File: src/rtl/reorder_buffer.sv
`default_nettype none
// ==========================================================================
// reorder_buffer : circular ROB with tag allocation, CDB capture, operand
//                  lookup and in-order commit with branch flush
// Revision 1.0
// ==========================================================================
module reorder_buffer #(
  parameter int SIZE  = 16,
  parameter int WIDTH = 32,
  localparam int TW   = $clog2(SIZE)
) (
  input  logic             clk,
  input  logic             rst,
  input  logic             dispatch,
  input  logic [4:0]       dispatch_rd,
  input  logic [6:0]       dispatch_opcode,
  output logic [TW-1:0]    rob_entry,
  output logic             rob_full,
  input  logic             cdb_valid,
  input  logic [TW-1:0]    cdb_tag,
  input  logic [WIDTH-1:0] cdb_value,
  input  logic             cdb_br_en,
  input  logic [WIDTH-1:0] cdb_br_target,
  input  logic             tag1_valid,
  input  logic             tag2_valid,
  input  logic [TW-1:0]    tag_in1,
  input  logic [TW-1:0]    tag_in2,
  output logic             op1_ready,
  output logic             op2_ready,
  output logic [WIDTH-1:0] op1_value,
  output logic [WIDTH-1:0] op2_value,
  output logic             commit_ready,
  output logic [TW-1:0]    commit_tag,
  output logic [4:0]       commit_rds,
  output logic [WIDTH-1:0] commit_val,
  output logic             commit_br_en,
  output logic [WIDTH-1:0] commit_br_target,
  output logic [6:0]       commit_opcode,
  output logic             flush
);

  localparam logic [TW:0]   FULL_COUNT = (TW+1)'(SIZE);
  localparam logic [TW:0]   ONE_COUNT  = (TW+1)'(1);
  localparam logic [TW-1:0] ONE_PTR    = TW'(1);

  logic [SIZE-1:0]  valid;
  logic [SIZE-1:0]  done;
  logic [SIZE-1:0]  br_en;
  logic [4:0]       rd        [SIZE];
  logic [6:0]       opcode    [SIZE];
  logic [WIDTH-1:0] value     [SIZE];
  logic [WIDTH-1:0] br_target [SIZE];

  logic [TW-1:0] head;
  logic [TW-1:0] tail;
  logic [TW:0]   count;

  logic dispatch_ok;
  logic retire;
  logic cdb_hit;

  // Full/entry come only from registered state, so no commit-to-dispatch path.
  assign rob_entry   = tail;
  assign rob_full    = (count == FULL_COUNT);
  assign dispatch_ok = dispatch && !rob_full;
  assign retire      = valid[head] && done[head];
  assign cdb_hit     = cdb_valid && valid[cdb_tag];

  assign commit_ready     = retire;
  assign commit_tag       = head;
  assign commit_rds       = (rd[head] == 5'd0) ? 5'd0 : rd[head];
  assign commit_val       = (rd[head] == 5'd0) ? '0 : value[head];
  assign commit_br_en     = br_en[head];
  assign commit_br_target = br_target[head];
  assign commit_opcode    = opcode[head];
  assign flush            = retire && br_en[head];

  always_ff @(posedge clk) begin
    if (!rst || flush) begin
      head  <= '0;
      tail  <= '0;
      count <= '0;
      valid <= '0;
      done  <= '0;
    end else begin
      if (cdb_hit) begin
        done[cdb_tag] <= 1'b1;
      end
      if (retire) begin
        valid[head] <= 1'b0;
        head        <= head + ONE_PTR;
      end
      // The tail slot is never valid when dispatch is accepted, so it cannot
      // collide with a CDB write or a retirement.
      if (dispatch_ok) begin
        valid[tail] <= 1'b1;
        done[tail]  <= 1'b0;
        tail        <= tail + ONE_PTR;
      end
      case ({dispatch_ok, retire})
        2'b10:   count <= count + ONE_COUNT;
        2'b01:   count <= count - ONE_COUNT;
        default: count <= count;
      endcase
    end
  end

  always_ff @(posedge clk) begin
    if (rst && !flush) begin
      if (dispatch_ok) begin
        rd[tail]        <= dispatch_rd;
        opcode[tail]    <= dispatch_opcode;
        value[tail]     <= '0;
        br_en[tail]     <= 1'b0;
        br_target[tail] <= '0;
      end
      if (cdb_hit) begin
        value[cdb_tag]     <= cdb_value;
        br_en[cdb_tag]     <= cdb_br_en;
        br_target[cdb_tag] <= cdb_br_target;
      end
    end
  end

  // The in-flight CDB result wins over the stored value.
  always_comb begin
    op1_ready = 1'b0;
    op1_value = '0;
    if (tag1_valid) begin
      if (cdb_valid && (cdb_tag == tag_in1)) begin
        op1_ready = 1'b1;
        op1_value = cdb_value;
      end else if (valid[tag_in1] && done[tag_in1]) begin
        op1_ready = 1'b1;
        op1_value = value[tag_in1];
      end
    end
  end

  always_comb begin
    op2_ready = 1'b0;
    op2_value = '0;
    if (tag2_valid) begin
      if (cdb_valid && (cdb_tag == tag_in2)) begin
        op2_ready = 1'b1;
        op2_value = cdb_value;
      end else if (valid[tag_in2] && done[tag_in2]) begin
        op2_ready = 1'b1;
        op2_value = value[tag_in2];
      end
    end
  end

endmodule
`default_nettype wire

File: config.mk
export PLATFORM = sky130hd
export DESIGN_NAME = reorder_buffer
export DESIGN_NICKNAME = d
export VERILOG_FILES = /design/src/rtl/reorder_buffer.sv
export SDC_FILE = /design/constraint.sdc
export NUM_CORES = 2
export LEC_CHECK = 0
export CAP_MARGIN = 20
export CORE_UTILIZATION = 35
export CTS_BUF_LIST = sky130_fd_sc_hd__clkbuf_8
export CTS_CLUSTER_DIAMETER = 30
export DETAILED_ROUTE_END_ITERATION = 8
export MAX_ROUTING_LAYER = met4
export PLACE_DENSITY = 0.55
export SLEW_MARGIN = 20
export SYNTH_ARGS = -nofsm -noshare
export SYNTH_HDL_FRONTEND = slang
export SYNTH_SLANG_ARGS = --single-unit
File: constraint.sdc
create_clock -name clk -period 11.05 [get_ports clk]
set_input_delay 2.7625 -clock clk [delete_from_list [all_inputs] [get_ports clk]]
set_output_delay 2.7625 -clock clk [all_outputs]
set_load 0.05 [all_outputs]
==> impl_metrics.py <==
metrics = {
    "run_status": {
        "status": "finished, final reports clean",
    },
    "timing": {
        "skew_ns": 0.0891,
        "rsz0062_at_grt": "no",
        "finalHoldViolCount": 0,
        "worst_slack_ns": 1.98,
        "setup_viol": 0,
        "period_minus_slack_ns": 9.07,
        "relSlewSlack_pct": 19.1,
        "worstMarginPinSlew_ns": 1.21,
        "clock.fmax_mhz": 110,
        "drv_slew": 0,
        "timing.final.crit_share_pct": 82.1,
        "finalSetupTns_ns": 0,
    },
    "clock_network": {
        "cts_tree": "done",
        "clock-sinks": 1281,
        "h-tree-depth": 5,
        "cts_made_buffers": 318,
        "cts_root_buffer": "clkbuf_8",
        "cts_max_path_buffers": 4,
        "cts_resized": 0,
        "cts_hold_buf": 0,
        "clk_pin_slew_worst_paths_ns": 0.05,
        "post_cts_buffers": 0,
        "insertion_delay_ns": 1.03,
    },
    "pwr": {
        "p_sw_share_pct": 23.1,
        "peakVddDrop_uv": 121,
        "p_per_area_nw_per_um2": 157,
        "combPwrFrac_pct": 4.5,
        "p_leak_nw": 24.0,
        "switchingPower_w": 0.00272,
        "seqPwrFrac_pct": 45.1,
        "clock_power_share_pct": 50.4,
        "p_int_w": 0.00904,
    },
    "setup_path": {
        "critPathArrivalTime_ns": 6.31,
        "path_max_fanout": 20,
        "required_ns": 8.29,
        "start_kind": "input pin",
        "critical_path_class": "input pin to output pin",
        "cp-end-kind": "output pin",
    },
    "global_route": {
        "grtUsageTotal_pct": 24.3,
        "antenna_found_initial": 7,
        "grt_max_degree": 138,
        "grt_pass1_wl_mm": 304,
        "overflow": 0,
        "grt_pass1_vias": 40700,
    },
    "route": {
        "vias": 40500,
        "routedWlPerCell_um": 31.2,
        "drt-total-wl_mm": 216,
        "viasPerCell": 5.85,
        "drc": 0,
        "dr.first_iter.drc_count": 4966,
        "drtPass1Iterations": 5,
        "ant_nets": 0,
    },
    "final_layout": {
        "fin_util_pct": 41.8,
        "final_nets": 4438,
        "drive_above_1_share_pct": 29.7,
        "area_delta_synth_final_pct": 18.3,
        "stdcell_count": 6925,
        "fillCellCount": 16200,
        "final_cell_area_um2": 74900,
    },
    "logic_synthesis": {
        "synth_edf_count": 1232,
        "synth_top_family_by_area": "multiplexers",
        "ys.warnings.count": 0,
        "netlist_area_um2": 63300,
        "yosys.area_share.simple_pct": 8.61,
        "synth.area.mux_share_pct": 26.4,
        "synth_compound_area_share_pct": 1.69,
        "synthXorXnorAreaFrac_pct": 0.208,
        "synth_common_cells": "edfxtp_1 (1232), nor2_1 (1082), mux4_2 (712)",
        "synth.distinct_cells": 47,
        "yosysTopAreaCell": "edfxtp_1",
        "synth.area.top_cells": "edfxtp_1 (58%), mux4_2 (25%), nor2_1 (6.4%)",
        "ys_dominant_reg_cell": "edfxtp_1",
        "synth_cells": 4038,
        "ys_seq_elements": 1281,
        "synth-seq-area-share_pct": 60.0,
        "synth_top_area_share_pct": 58.4,
        "syn_nets": 4145,
        "synth-async-reset-ratio_pct": 0,
        "avgSynthCellArea_um2": 15.7,
        "synth_fa_ha_area_share_pct": 0.237,
        "synth_most_common_cell": "edfxtp_1",
    },
    "die": {
        "initial_core_util_pct": 35.4,
        "ios": 249,
        "rows": 155,
        "die_area_um2": 183000,
        "coreArea_um2": 179000,
        "die_height_um": 427,
        "fp.dieW_um": 427,
    },
    "place": {
        "post-place-ws_ns": 1.88,
        "gp_congestion": 0.856,
        "place_area_um2": 68300,
        "dpl.cell_count": 6364,
        "dp_hpwl_mm": 117,
        "io_buffers": 248,
    },
    "job": {
        "drv_cap": 0,
    },
    "hold_path": {
        "hold_class": "register to register",
    },
}
==> critical path, stage by stage <==
cell	delay [ns]
clkdlybuf4s50_1	0.63
clkinv_2	0.69
mux4_2	0.74
mux2i_1	0.63
nor3_1	0.09
clkdlybuf4s50_1	0.74
==> state kept, by name, indices dropped and copies added (netlist names), named ones only <==
register and count:
opcode 112, valid 16, commit_tag 4, value 512
count 5, rob_entry 4, br_target 512, rd 80
br_en 16, done 16
==> power by group through the flow <==
stage          Sequential (W)  Combinational, W  Clock, W
6_report              0.00530          0.000533   0.00593
5_1_grt               0.00530          0.000557   0.00623
4_1_cts               0.00530          0.000534   0.00600
3_5_place_dp          0.00540          0.000533         0
3_3_place_gp          0.00540          0.000532         0
2_1_floorplan         0.00540          0.000310         0
==> placed cells by master (no fill, tap or decap), drive strengths merged, types with 4 or more instances in the layout <==
cell,instances
edfxtp,1232
mux4,712
nor2b,14
inv,79
clkinvlp,23
a22oi,7
nand2,137
buf,125
nor3,69
nand4,6
a21oi,36
and3,18
mux2i,68
clkdlybuf4s50,241
diode,7
xor2,11
nor2,1082
ha,12
nand3,34
dfxtp,49
a21boi,34
clkinv,117
xnor2,4
o21ai,64
bufinv,35
clkbuf,326
==> cells by family (layout without fill, tap and decap cells) <==
group                    Yosys count  after routing
multiplexers                     782            782
AO/OA/AOI/OAI                    151            151
buffers and inverters            421            946
flip-flops                      1281           1281
other                              0              7
XOR/XNOR                          15             15
adder cells (fa/ha/maj)           12             12
AND/OR/NAND/NOR                 1376           1376
==> path summary, 6_finish.rpt <==
check,start,to,cells past startpoint,slack (ns)
worst max-delay path,tag_in1[3],op1_value[29],6,1.98
worst min-delay path,valid[3],valid[3],2,0.49
worst min register to register,valid[3],valid[3],2,0.49
worst max register to register,commit_tag[0],value[10][0],10,5.41
==> final cells by class <==
| class | instances | area [um^2] | area share [%] |
|---|---|---|---|
| diodes | 7 | 17.5 | 0.0234 |
| clock buffers | 326 | 4490 | 5.99 |
| inverters | 28 | 108 | 0.144 |
| well taps | 2355 | 2950 | 3.94 |
| multi-input cells | 2336 | 23800 | 31.8 |
| repair buffers | 366 | 3520 | 4.71 |
| clock inverters | 226 | 2010 | 2.69 |
| flip-flops and latches | 1281 | 38000 | 50.7 |
==> routing by layer <==
layer	up-vias	wire [um]	track usage (%)
li1	16400	-	-
met1	21500	85100	31.2
met2	2278	104000	38.0
met3	420	19400	4.90
met4	0	7470	8.92
met5	-	0	-
==> through the flow <==
stage                     hold WS [ns]  power [W]
after floorplan                  0.451    0.00571
after global placement           0.472    0.00593
after detailed placement         0.473    0.00593
after CTS                        0.482     0.0118
after global routing             0.519     0.0121
final                            0.485     0.0118
No activity file was read; power rests on OpenSTA's default activity.
